==> config.mk <==
export PLATFORM = sky130hd
export DESIGN_NAME = uart_fifo_stat
export DESIGN_NICKNAME = d
export VERILOG_FILES = /design/src/rtl/uart_fifo_stat.sv
export SDC_FILE = /design/constraint.sdc
export NUM_CORES = 1
export LEC_CHECK = 0
export BUFFER_PORTS_ARGS = -buffer_cell sky130_fd_sc_hd__buf_4
export CAP_MARGIN = 0
export CORE_UTILIZATION = 60
export DETAILED_ROUTE_END_ITERATION = 10
export GPL_ROUTABILITY_DRIVEN = 0
export PLACE_DENSITY = 0.9
export SKIP_LAST_GASP = 1
export SLEW_MARGIN = 10
export SYNTH_ARGS = -nofsm -noshare
export SYNTH_HDL_FRONTEND = slang
export SYNTH_SLANG_ARGS = --single-unit
==> constraint.sdc <==
create_clock -name clk -period 2.6 [get_ports clk]
set_input_delay 0.13 -clock clk [delete_from_list [all_inputs] [get_ports clk]]
set_output_delay 0.13 -clock clk [all_outputs]
set_load 0.01 [all_outputs]
==> src/rtl/uart_fifo_stat.sv <==
// uart_fifo_stat: byte FIFO for the wb_uart TX/RX paths with occupancy level,
// programmable almost-full/almost-empty thresholds and sticky error flags.
// All 2**ADDRESS_WIDTH entries are usable; full is tracked through the level
// counter rather than by sacrificing a slot.
module uart_fifo_stat #(
  parameter int unsigned ADDRESS_WIDTH      = 4,
  parameter int unsigned DATA_WIDTH         = 8,
  parameter int unsigned ALMOST_FULL_LEVEL  = (2 ** ADDRESS_WIDTH) - 2,
  parameter int unsigned ALMOST_EMPTY_LEVEL = 1
) (
  input  logic                     clk,
  input  logic                     resetn,
  input  logic                     write_enable,
  input  logic [DATA_WIDTH-1:0]    data_a,
  output logic                     write_ack,
  input  logic                     read_enable,
  output logic                     read_ack,
  output logic [DATA_WIDTH-1:0]    data_b,
  input  logic                     fifo_flush,
  output logic                     empty,
  output logic                     full,
  output logic [ADDRESS_WIDTH:0]   level,
  output logic                     almost_full,
  output logic                     almost_empty,
  output logic                     overflow,
  output logic                     underflow
);

  localparam int unsigned DEPTH = 2 ** ADDRESS_WIDTH;
  localparam int unsigned LW    = ADDRESS_WIDTH + 1;

  localparam logic [LW-1:0] LEVEL_FULL = LW'(DEPTH);
  localparam logic [LW-1:0] LEVEL_AF   = LW'(ALMOST_FULL_LEVEL);
  localparam logic [LW-1:0] LEVEL_AE   = LW'(ALMOST_EMPTY_LEVEL);

  logic [DATA_WIDTH-1:0]    mem [DEPTH];
  logic [ADDRESS_WIDTH-1:0] wr_ptr;
  logic [ADDRESS_WIDTH-1:0] rd_ptr;
  logic [LW-1:0]            level_q;
  logic [LW-1:0]            level_d;
  logic                     wr_accept;
  logic                     rd_accept;

  // Status flags derive only from the registered level, never from inputs.
  assign level        = level_q;
  assign empty        = (level_q == '0);
  assign full         = (level_q == LEVEL_FULL);
  assign almost_full  = (level_q >= LEVEL_AF);
  assign almost_empty = (level_q <= LEVEL_AE);

  // Acceptance is judged on pre-edge full/empty; flush drops both requests.
  assign wr_accept = write_enable & ~full  & ~fifo_flush;
  assign rd_accept = read_enable  & ~empty & ~fifo_flush;

  // Next occupancy: a simultaneous accepted write and read cancel out.
  always_comb begin
    level_d = level_q;
    if (fifo_flush) begin
      level_d = '0;
    end else begin
      unique case ({wr_accept, rd_accept})
        2'b10:   level_d = level_q + LW'(1);
        2'b01:   level_d = level_q - LW'(1);
        default: level_d = level_q;
      endcase
    end
  end

  // Storage array; contents are intentionally not reset.
  always_ff @(posedge clk) begin
    if (wr_accept) begin
      mem[wr_ptr] <= data_a;
    end
  end

  // Read/write pointers wrap naturally modulo DEPTH.
  always_ff @(posedge clk or posedge resetn) begin
    if (resetn) begin
      wr_ptr <= '0;
      rd_ptr <= '0;
    end else if (fifo_flush) begin
      wr_ptr <= '0;
      rd_ptr <= '0;
    end else begin
      if (wr_accept) wr_ptr <= wr_ptr + ADDRESS_WIDTH'(1);
      if (rd_accept) rd_ptr <= rd_ptr + ADDRESS_WIDTH'(1);
    end
  end

  // Occupancy register.
  always_ff @(posedge clk or posedge resetn) begin
    if (resetn) begin
      level_q <= '0;
    end else begin
      level_q <= level_d;
    end
  end

  // Ack pulses and registered read data; data_b holds between reads and on flush.
  always_ff @(posedge clk or posedge resetn) begin
    if (resetn) begin
      write_ack <= 1'b0;
      read_ack  <= 1'b0;
      data_b    <= '0;
    end else begin
      write_ack <= wr_accept;
      read_ack  <= rd_accept;
      if (rd_accept) begin
        data_b <= mem[rd_ptr];
      end
    end
  end

  // Sticky error flags, cleared only by reset or flush.
  always_ff @(posedge clk or posedge resetn) begin
    if (resetn) begin
      overflow  <= 1'b0;
      underflow <= 1'b0;
    end else if (fifo_flush) begin
      overflow  <= 1'b0;
      underflow <= 1'b0;
    end else begin
      if (write_enable && full)  overflow  <= 1'b1;
      if (read_enable  && empty) underflow <= 1'b1;
    end
  end

endmodule

== Yosys cells after proc, flatten, opt, wreduce, memory -nomap -nowiden ==
Memory sizes are Yosys's and may differ from the RTL's. A register that Yosys moved wholly into a read port is not among the register bits.
Cells that the tools add are included.
Operators by class
  add/sub/neg operators: 4
  equal/unequal tests: 3
  mux-type cells: 12
  bitwise operators: 7
  reduce and logical (&&, ||, !) cells: 8
  $lt $le $gt $ge: 2
Operators by type and width (count)
  two-way mux 4 bit: 4
  case mux 5 bit (2 select lines): 1
  adder 4 x 1 -> 4 bit, second input constant: 2
  nonzero test 2 bit: 4
  two-way mux 1 bit: 6
  adder 5 x 1 -> 5 bit, second input constant: 1
  == test 5 bit, second input constant: 1
  >= comparator 5 x 4 -> 1 bit, second input constant: 1
  less-or-equal comparator 5 x 1 -> 1 bit, second input constant: 1
  logical NOT 5 bit: 1
  two-way mux 5 bit: 1
  subtractor 5 x 1 -> 5 bit, second input constant: 1
  AND 1 bit: 4
  NOT 1 bit: 3
  nonzero test 3 bit: 1
  == test 2 x 1 -> 1 bit, second input constant: 1
  == test 2 bit, second input constant: 1
  logical AND 1 bit: 2
Storage, ports and cells
  bits in registers: 17
  bits in writable memories: 128
  output and inout port bits: 21
  memories: 1
Memories
  mem: depth 16, bits a word 8, read ports 1, clocked after Yosys merged registers in 1, wr ports 1, RTL line 36  | logic [DATA_WIDTH-1:0] mem [DEPTH];

== Depth between registers and ports, before layout ==
Gate-level depths: netlist of the first run.
  depth in word-level cells: 7
  gate-level depth with buffers: 9
  gate-level depth less buffers: 7

== Worst setup path before layout of the first run ==
No wires, ideal clock.
  path type: flip-flop to flip-flop
  start: register level_q[0] (netlist: level[0])
  end: memory mem[0][0], enable pin
  library setup time: 0.370 ns
  cell stages (with the launch flop): 8
  period minus slack after synthesis: 2.370 ns
  data arrival time: 1.999 ns
  path slack: 0.230 ns
  path buffers: 0
  path through: dfrtp_1 > inv_1 > ha_1 > nand4bb_1 > inv_1 > nor2_1 > nand2_1 > nor2_1
Between the ends
  cells in the longest elaborated chain, start to end: 6
RTL lines
  start, declared: RTL line 39  | logic [LW-1:0] level_q;
  start signal, assigned: RTL line 95  | level_q <= level_d;
  == test 5 bit: RTL line 47  | assign full = (level_q == LEVEL_FULL);
  named net full: RTL line 21  | output logic full,
  NOT 1 bit: RTL line 52  | assign wr_accept = write_enable & ~full & ~fifo_flush;
  AND 1 bit (2 in a row): RTL line 52
  two-way mux 1 bit: RTL line 71  | if (wr_accept) begin
  two-way mux 1 bit (implied by the code): RTL line 72  | mem[wr_ptr] <= data_a;
  end, declared: RTL line 36
The timed path passes the listed nets, and every way through them passes these cells.

== Worst setup path after layout of the first run ==
  start: register level_q[1] (netlist: level[1])
  end: register data_b[2], read port of mem
Between the ends
  cells in the longest elaborated chain, start to end: 4
RTL lines
  logical NOT 5 bit: RTL line 46  | assign empty = (level_q == '0);
  NOT 1 bit: RTL line 53  | assign rd_accept = read_enable & ~empty & ~fifo_flush;
  AND 1 bit (2 in a row): RTL line 53
  end, declared: RTL line 18  | output logic [DATA_WIDTH-1:0] data_b,
No other way between the ends.
A chain may end at the register's enable or synchronous reset.

==> results of run 1 <==
## power groups by stage
| stage | clock network [mW] | logic (mW) | registers (mW) |
|---|---|---|---|
| final | 2.50 | 1.35 | 2.95 |
| after global routing | 2.63 | 1.45 | 2.96 |
| after CTS | 2.52 | 1.34 | 2.94 |
| after detailed placement | 0 | 1.29 | 2.98 |
| after global placement | 0 | 1.24 | 2.98 |
| after floorplan | 0 | 0.847 | 2.99 |
## sequential cells by signal (all words and copies together), names as in the netlist
name	cells
read_ack	1
data_b	8
mem	128
level	5
underflow	1
overflow	1
rd_ptr	4
wr_ptr	4
write_ack	1
## worst paths after layout
| kind | depth (start not counted) | end | from | slack (ns) |
|---|---|---|---|---|
| worst min register to register | 2 | underflow | underflow | 0.53 |
| min in group clk | 2 | mem[6][5] | data_a[5] | 0.48 |
| worst min-delay path | 3 | rd_ptr[2] | resetn | 0.40 |
| max in group asynchronous | 3 | rd_ptr[0] | resetn | 1.56 |
| worst max-delay path | 7 | data_b[2] | level[1] | 0.16 |
| worst max register to register | 7 | data_b[2] | level[1] | 0.16 |
## area by class of cell
class	instances	area [sq um]
multi-input cells	163	1650
repair buffers	67	551
fillers	524	2430
flip-flops and latches	153	4470
well taps	133	166
clock buffers	18	418
inverters	10	38.8
clock inverters	14	186
## per-layer routing
| layer | track usage [%] | vias up | wire [um] | part of all wire (%) |
|---|---|---|---|---|
| li1 | - | 1479 | - | - |
| met1 | 34.0 | 1767 | 5060 | 35 |
| met2 | 49.9 | 195 | 7820 | 54 |
| met3 | 6.89 | 35 | 1070 | 7.4 |
| met4 | 13.0 | 0 | 495 | 3.4 |
| met5 | 0 | - | 0 | 0 |
## through the flow
stage	hold slack [ns]	utilization, %
2_1_floorplan	0.157	-
3_3_place_gp	0.368	68.0
3_5_place_dp	0.390	68.0
4_1_cts	0.396	75.5
5_1_grt	0.467	75.5
6_report	0.397	75.5
## critical path, delay by kind of cell, from the launching register on
family	cells	cell delay (ns)
AND/OR/NAND/NOR	3	1.04
flip-flops	1	0.44
AO/OA/AOI/OAI	1	0.35
buffers and inverters	2	0.31
adder cells (fa/ha/maj)	1	0.18
## placed cells by master (no fill, tap or decap), types with 2 or more instances in the layout
| cell type | Yosys | layout |
|---|---|---|
| ha_1 | 10 | 10 |
| nor3_1 | 7 | 7 |
| mux2i_1 | 10 | 10 |
| clkbuf_16 | 0 | 16 |
| clkinv_2 | 1 | 2 |
| edfxtp_1 | 128 | 128 |
| a221o_1 | 8 | 8 |
| dfrtp_1 | 25 | 24 |
| buf_4 | 1 | 52 |
| dlygate4sd3_1 | 0 | 14 |
| nor2b_1 | 3 | 3 |
| or3_1 | 3 | 3 |
| a22oi_1 | 2 | 2 |
| mux4_2 | 32 | 32 |
| xnor2_1 | 3 | 3 |
| bufinv_16 | 0 | 3 |
| mux2_2 | 9 | 9 |
| inv_8 | 0 | 5 |
| xor2_1 | 3 | 3 |
| nand3_1 | 5 | 5 |
| nor2_1 | 40 | 40 |
| clkinvlp_4 | 0 | 3 |
| nand2_1 | 8 | 8 |
| inv_1 | 9 | 9 |
| a211oi_4 | 2 | 2 |
| mux2_1 | 2 | 2 |
| a21oi_1 | 5 | 5 |
## kinds of logic (layout without fill, tap and decap cells)
| logic type | count (synthesis) | after routing |
|---|---|---|
| buffers and inverters | 26 | 109 |
| AOI/OAI and AO/OA | 20 | 20 |
| muxes | 53 | 53 |
| DFF | 153 | 153 |
| xor gates and xnor gates | 6 | 6 |
| and+or+nand+nor | 74 | 74 |
| adders and majority gates | 10 | 10 |
## repair_timing
item	CTS	global route
resized for setup	0	0
endpoints found under the hold margin	166	0
hold buffers	14	0
setup endpoints to repair	0	0
==> impl_metrics.yaml, run 1 <==
grt:
  grt_antenna_before_repair: 0
  grt_pass1_vias: 3666
  grt_overflow_total: 0
  gr-usage-all-layers_pct: 28.7
  grt_max_degree: 36
  grt_pass1_wl_um: 21800
die:
  num_rows: 36
  start_util_pct: 63.0
  die_area_sq_um: 10800
  core_sq_um: 9910
  ios: 34
  die_x_um: 104
  fp.dieH_um: 104
critical_path:
  crit_path_max_incr_delay_ns: 0.53
  cp.arrival_ns: 2.84
  cp-end-kind: "register"
  startpoint_type: "register"
  critPathSlowestCell: "or4b_4"
  crit_fanout: 10
  crit_chain: "inv_1, ha_1, or4b_4, clkinv_2, or3_1, nor2_2, a221o_1"
  critical_path_class: "register to register"
  required_ns: 3.00
timing:
  rsz0062_at_grt: "no"
  slew_viol_final: 0
  hold_viol_final: 0
  relSlewSlack_pct: 36.0
  max_freq_mhz: 410
  worst_slew_pin_slew_ns: 0.959
  tns_ns: 0
  worst_clock_skew_ns: 0.00677
  finalSetupViolCount: 0
  final.setup.worst_slack_ns: 0.159
  finalCritPeriodShare_pct: 93.9
  period_minus_slack_ns: 2.44
detailed_routing:
  drtAntennaViolNets: 0
  dr.pass1.iters: 5
  vias_per_cell: 6.23
  num_vias: 3476
  wire_per_inst_um: 25.9
  routed_wl_um: 14400
  drc: 0
  first_iter_violations: 334
layout:
  final_cells: 558
  syn2layout_area_growth_pct: 19.8
  antennaDiodeCount: 0
  final_area_sq_um: 7480
  fin_nets: 435
  drive_gt1_share_pct: 30.8
logic_synthesis:
  netlist_top_cells_count: "edfxtp_1, nor2_1, mux4_2"
  syn_inst: 342
  synth_cell_types: 37
  synth_seq_area_share_pct: 71.6
  synth_area_sq_um: 6240
  synthArstFlopShare_pct: 16.3
  synth_seq_cells: 153
  synth_top_family_by_area: "multiplexers"
  ys.flop_type: "edfxtp_1"
  synth_compound_area_share_pct: 2.91
  syn_avg_cell_area_sq_um: 18.3
  synth_warnings: 0
  yosys-top-cells-area: "edfxtp_1, mux4_2, dfrtp_1"
  synth-xor-area-share_pct: 0.842
  muxShareOfSynthArea_pct: 15.1
  yosysMostFrequentCell: "edfxtp_1"
  synth_simple_gate_area_share_pct: 5.55
  synth_top_area_share_pct: 61.6
  synth_edf_count: 128
  synth_nets: 365
  yosysTopAreaCell: "edfxtp_1"
  yosys.area_share.adder_pct: 2.00
run_status:
  status: "completed"
cts:
  htree_levels: 4
  clock_latency_ns: 0.52
  cts_buffer_depth: 2
  cts_tree: "yes"
  clk_pin_slew_ns: 0.07
  cts_buffers: 17
  cts_setup_buffers: 0
  clock_sinks: 153
  root_buffer: "clkbuf_8"
placed_design:
  io_buffers: 33
  postPlaceCellArea_sq_um: 6740
  placedCellCount: 512
  dpl.hpwl_um: 7720
  post-place-ws_ns: 0.246
power_and_ir_drop:
  p_int_mw: 4.95
  finalPower_mw: 6.80
  peakVddDrop_v: 0.000690
  p_seq_share_pct: 43.4
  clkPwrFrac_pct: 36.8
  switching_share_pct: 27.2
  power_density_nw_per_um2: 910
  comb_power_share_pct: 19.8
  switching_power_mw: 1.85
  p_leak_nw: 2.64
worst_hold_path:
  hold_class: "input port to asynchronous set/reset pin"
run:
  cap_violations: 0
No activity file was read; power rests on OpenSTA's default activity.
==> run 2, diff against run 1 <==
ABC_AREA = 1   (was not set)
==> run 2 against run 1 <==
First-iteration DRC count grew 95%. Area after synthesis increased by 12%. Worst hold slack worse by 0.36 ns. Total power rose by 4.9%. Critical endpoint is now mem[5][4]. Highest routed layer unchanged.
==> impl_metrics.yaml, run 2 <==
power_and_ir_drop:
  p_int_mw: 4.74
  switching_power_mw: 2.40
  clkPwrFrac_pct: 32.1
  power_density_nw_per_um2: 895
  p_leak_nw: 3.57
  switching_share_pct: 33.6
  p_seq_share_pct: 41.3
  comb_power_share_pct: 26.6
  peakVddDrop_v: 0.000645
logic_synthesis:
  synth_seq_cells: 153
  syn_avg_cell_area_sq_um: 9.93
  ys.flop_type: "edfxtp_1"
  yosysTopAreaCell: "edfxtp_1"
  synth_area_sq_um: 7000
  yosysMostFrequentCell: "nand2_1"
  synth_edf_count: 128
  synth_cell_types: 30
  synth_seq_area_share_pct: 63.8
  synth_top_area_share_pct: 54.9
  syn_inst: 705
  yosys-top-cells-area: "edfxtp_1, nand2_1, dfrtp_1"
  synth_nets: 728
  synthArstFlopShare_pct: 16.3
  netlist_top_cells_count: "nand2_1, edfxtp_1, nand3_1"
  synth_warnings: 0
timing:
  worst_clock_skew_ns: 0.00707
  finalSetupViolCount: 0
  final.setup.worst_slack_ns: 0.187
  hold_viol_final: 0
  tns_ns: 0
  max_freq_mhz: 414
  slew_viol_final: 0
  finalCritPeriodShare_pct: 92.8
  worst_slew_pin_slew_ns: 0.958
  period_minus_slack_ns: 2.41
  rsz0062_at_grt: "no"
  relSlewSlack_pct: 36.1
die:
  die_x_um: 110
  num_rows: 39
  fp.dieH_um: 110
  ios: 34
  core_sq_um: 11400
  die_area_sq_um: 12100
  start_util_pct: 61.3
detailed_routing:
  wire_per_inst_um: 18.9
  num_vias: 5294
  drc: 0
  routed_wl_um: 17100
  first_iter_violations: 651
  vias_per_cell: 5.86
  dr.pass1.iters: 5
  drtAntennaViolNets: 0
layout:
  seq_area_sq_um: 4470
  n_fill_cell: 745
  syn2layout_area_growth_pct: 14.0
  layout_commonest_cell: "nand2_1"
  multi_input_area_sq_um: 1910
  fin_nets: 771
  antennaDiodeCount: 0
  drive_gt1_share_pct: 12.7
  largest_reg_flops: 128
  regMostFlops: "mem"
  final_cell_mix: "nand2_1, edfxtp_1, nand3_1"
run_status:
  status: "completed"
run:
  cap_violations: 0
placed_design:
  io_buffers: 33
  dpl.hpwl_um: 10200
  post-place-ws_ns: 0.336
cts:
  ctsHoldBuffers: 4
  cts_resized: 0
  clk_pin_slew_ns: 0.06
  cts_buffer_depth: 2
  clock_latency_ns: 0.42
  cts_setup_buffers: 0
  htree_levels: 4
  clock_sinks: 153
  cts_tree: "yes"
  root_buffer: "clkbuf_16"
  cts_buffers: 17
critical_path:
  startpoint_type: "register"
  required_ns: 2.66
  rr_worst_depth: 7
  crit_path_max_incr_delay_ns: 0.64
  critical_path_class: "register to register"
  critPathSlowestCell: "nor2_1"
  crit_fanout: 8
  rrSetupSlack_ns: 0.19
  crit_chain: "inv_1, ha_1, nand3_2, nand2_4, inv_4, nand2_1, nor2_1"
  cp.arrival_ns: 2.47
  cp-end-kind: "register"
grt:
  grt_max_degree: 67
  grt_antenna_before_repair: 0
  grt_pass1_vias: 5076
  grt_pass1_wl_um: 26000
  grt_overflow_total: 0
  gr-usage-all-layers_pct: 30.6
worst_hold_path:
  whs_path_depth: 3
  hold_class: "input port to register"
## run 2: cell count changes in the layout (fill, tap and decap cells not counted), moves of 5 or more
cell / change
mux4_2: -32
nor2_1: -19
nand3_1: +109
mux2i_1: -10
dlygate4sd3_1: -10
mux2_2: -9
o21ai_0: +10
inv_1: +102
a221o_1: -8
nor3_1: -5
inv_8: -5
nand2_1: +216
## run 2: power groups by stage
| stage | Sequential [mW] | Clock [mW] | Combinational [mW] |
|---|---|---|---|
| floorplan | 3.00 | 0 | 1.16 |
| global placement | 2.97 | 0 | 1.71 |
| detailed placement | 2.99 | 0 | 1.76 |
| CTS | 2.94 | 2.29 | 1.83 |
| global route | 2.96 | 2.39 | 2.05 |
| finish | 2.95 | 2.29 | 1.90 |
## run 2: worst max-delay path, delay by kind of cell, from the launching register on
kind	cells	cell delay, ns
AND/OR/NAND/NOR	4	1.00
flip-flops	1	0.45
adder cells (fa/ha/maj)	1	0.30
buffers and inverters	2	0.29
## run 2: metal layers
metal / vias to the layer above / share of wire [%] / global-route usage, %
met1: 2463 / 36 / 37.3
li1: 2350 / - / -
met3: 98 / 11 / 8.47
met2: 383 / 48 / 49.0
met4: 0 / 5.5 / 18.2
met5: - / 0 / 0
## run 2: per-stage QoR
step           util (%)  cells  total power [mW]  instance area (sq um)  hold slack, ns
2_1_floorplan         -    705              4.16                   7000           0.157
3_3_place_gp       64.7    868              4.68                   7390           0.324
3_5_place_dp       64.7    868              4.75                   7390           0.327
4_1_cts            69.9    904              7.07                   7980          0.0288
5_1_grt            69.9    904              7.41                   7980          0.0436
6_report           69.9    904              7.14                   7980          0.0397
## run 2: cell type report
cell class                      count  area share (%)
Sequential cell                   153            56.0
Multi-Input combinational cell    406            24.0
Timing Repair Buffer               53            5.27
Clock inverter                     14            1.54
Inverter                          117            5.57
Clock buffer                       18            5.38
Tap cell                          143            2.24
## run 2: path summary, 6_finish.rpt
path	endpoint	startpoint
worst min register to register	data_b[3]	data_b[3]
max in group asynchronous	rd_ptr[0]	resetn
worst max-delay path	mem[5][4]	level[0]
worst min-delay path	rd_ptr[2]	read_enable
worst max register to register	mem[5][4]	level[0]
min in group asynchronous	overflow	resetn
## run 2: logic make-up after synthesis
family                     after synthesis  share of synthesized area, %
AOI/OAI and AO/OA                       19                          1.43
xor gates and xnor gates                 3                         0.375
adders and majority gates               10                          1.79
buffers and inverters                  146                          8.84
DFF                                    153                          63.8
and+or+nand+nor                        374                          23.7
==> run 3, diff against run 2 <==
CORE_ASPECT_RATIO = 1.4   (was not set)
==> run 3 against run 2 <==
Die area about the same. Worst setup slack better by 0.023 ns. Final area about the same. Sequential share of layout area is 0.053 points higher. Clock skew up 0.0024 ns.
==> impl_metrics.yaml, run 3 (synthesis results as in run 2) <==
die:
  ios: 34
  die_area_sq_um: 12100
  core_sq_um: 11300
  num_rows: 46
  start_util_pct: 61.8
  die_x_um: 93.3
  fp.dieH_um: 130
timing:
  finalSetupViolCount: 0
  max_freq_mhz: 418
  finalCritPeriodShare_pct: 91.9
  final.setup.worst_slack_ns: 0.209
  slew_viol_final: 0
  hold_viol_final: 0
  worst_slew_pin_slew_ns: 0.957
  worst_clock_skew_ns: 0.00942
  rsz0062_at_grt: "no"
  relSlewSlack_pct: 36.1
  period_minus_slack_ns: 2.39
  tns_ns: 0
layout:
  drive_gt1_share_pct: 12.9
  largest_reg_flops: 128
  regMostFlops: "mem"
  final_cell_mix: "nand2_1, edfxtp_1, nand3_1"
  n_fill_cell: 688
  layout_commonest_cell: "nand2_1"
  antennaDiodeCount: 0
  fin_nets: 770
  syn2layout_area_growth_pct: 13.8
critical_path:
  rrSetupSlack_ns: 0.21
  critPathSlowestCell: "nor2_1"
  crit_fanout: 8
  path_buf_inv: 2
  crit_path_max_incr_delay_ns: 0.59
  cp.arrival_ns: 2.45
  cpLargestDelayFamily: "simple AND/OR/NAND/NOR gates"
  critical_path_class: "register to register"
  cp-end-kind: "register"
  required_ns: 2.66
  startpoint_type: "register"
  crit_chain: "inv_1, ha_1, nand3_2, nand2_4, inv_4, nand2_1, nor2_1"
grt:
  grt_pass1_wl_um: 27300
  grt_max_degree: 41
  gr-usage-all-layers_pct: 31.3
  use_met2_pct: 53.0
  grt.busiest_layer: "met2"
  grt_pass1_vias: 5276
  met1_usage_pct: 35.7
  met3_usage_pct: 7.34
  grt_antenna_before_repair: 0
  grt_overflow_total: 0
detailed_routing:
  drtAntennaViolNets: 0
  drc: 0
  wire_per_inst_um: 19.4
  dr.pass1.iters: 5
  num_vias: 5272
  routed_wl_um: 17500
  vias_per_cell: 5.83
  first_iter_violations: 648
cts:
  clk_pin_slew_ns: 0.06
  cts_buffers: 17
  root_buffer: "clkbuf_16"
  cts_setup_buffers: 0
  cts_buffer_depth: 2
  clock_latency_ns: 0.43
  cts_tree: "yes"
  clock_sinks: 153
  htree_levels: 4
run_status:
  status: "completed"
worst_hold_path:
  hold_class: "input port to register"
power_and_ir_drop:
  p_leak_nw: 3.56
  peakVddDrop_v: 0.000772
  power_density_nw_per_um2: 895
placed_design:
  io_buffers: 33
  dpl.hpwl_um: 10900
  post-place-ws_ns: 0.308
run:
  cap_violations: 0
run 3: report_power, final:
| part | switching (mW) | internal, mW |
|---|---|---|
| logic | 1.21 | 0.639 |
| clock network | 1.01 | 1.32 |
| registers | 0.161 | 2.80 |
| total | 2.38 | 4.76 |
run 3: path summary, 6_finish.rpt:
path                              start         to  cells after the start
setup / recovery               level[0]  mem[6][7]                      7
max in group asynchronous        resetn  rd_ptr[0]                      3
setup reg to reg               level[0]  mem[6][7]                      7
hold / removal             write_enable   overflow                      3
hold reg to reg               data_b[6]  data_b[6]                      2
min in group asynchronous        resetn  data_b[6]                      3
run 3: area by class of cell:
type,count,area (sq um),area share [%]
repair buffers,52,408,5.12
flip-flops and latches,153,4470,56.1
well taps,144,180,2.26
multi-input cells,406,1910,24.0
clock inverters,13,123,1.54
inverters,117,444,5.57
clock buffers,19,433,5.43
run 3: repair_timing:
action / in CTS / in global routing
hold endpoints to repair: 27 / 0
resized for setup: 0 / 0
hold buffers: 2 / 0
run 3: worst reg2reg max path, stage by stage (launching register included):
cell	delay, ns
dfrtp_1	0.45
inv_1	0.18
ha_1	0.29
nand3_2	0.14
nand2_4	0.09
inv_4	0.12
nand2_1	0.17
nor2_1	0.59
run 3: per-layer routing:
| layer | up-vias | wire length [um] | share of wire, % |
|---|---|---|---|
| met1 | 2428 | 5940 | 34 |
| met2 | 395 | 8720 | 50 |
| met3 | 99 | 1710 | 9.8 |
| met4 | 0 | 1130 | 6.4 |
| met5 | - | 0 | 0 |
| li1 | 2350 | - | - |
run 3: stage by stage:
stage                     cell area (sq um)  util, %  hold slack (ns)  cells  power (mW)
after global placement                 7400     65.2            0.346    870        4.67
after global routing                   7970     70.3           0.0316    904        7.38
after detailed placement               7400     65.2            0.358    870        4.75
after CTS                              7970     70.3           0.0261    904        7.08
final                                  7970     70.3           0.0249    904        7.14
after floorplan                        7000        -            0.157    705        4.16
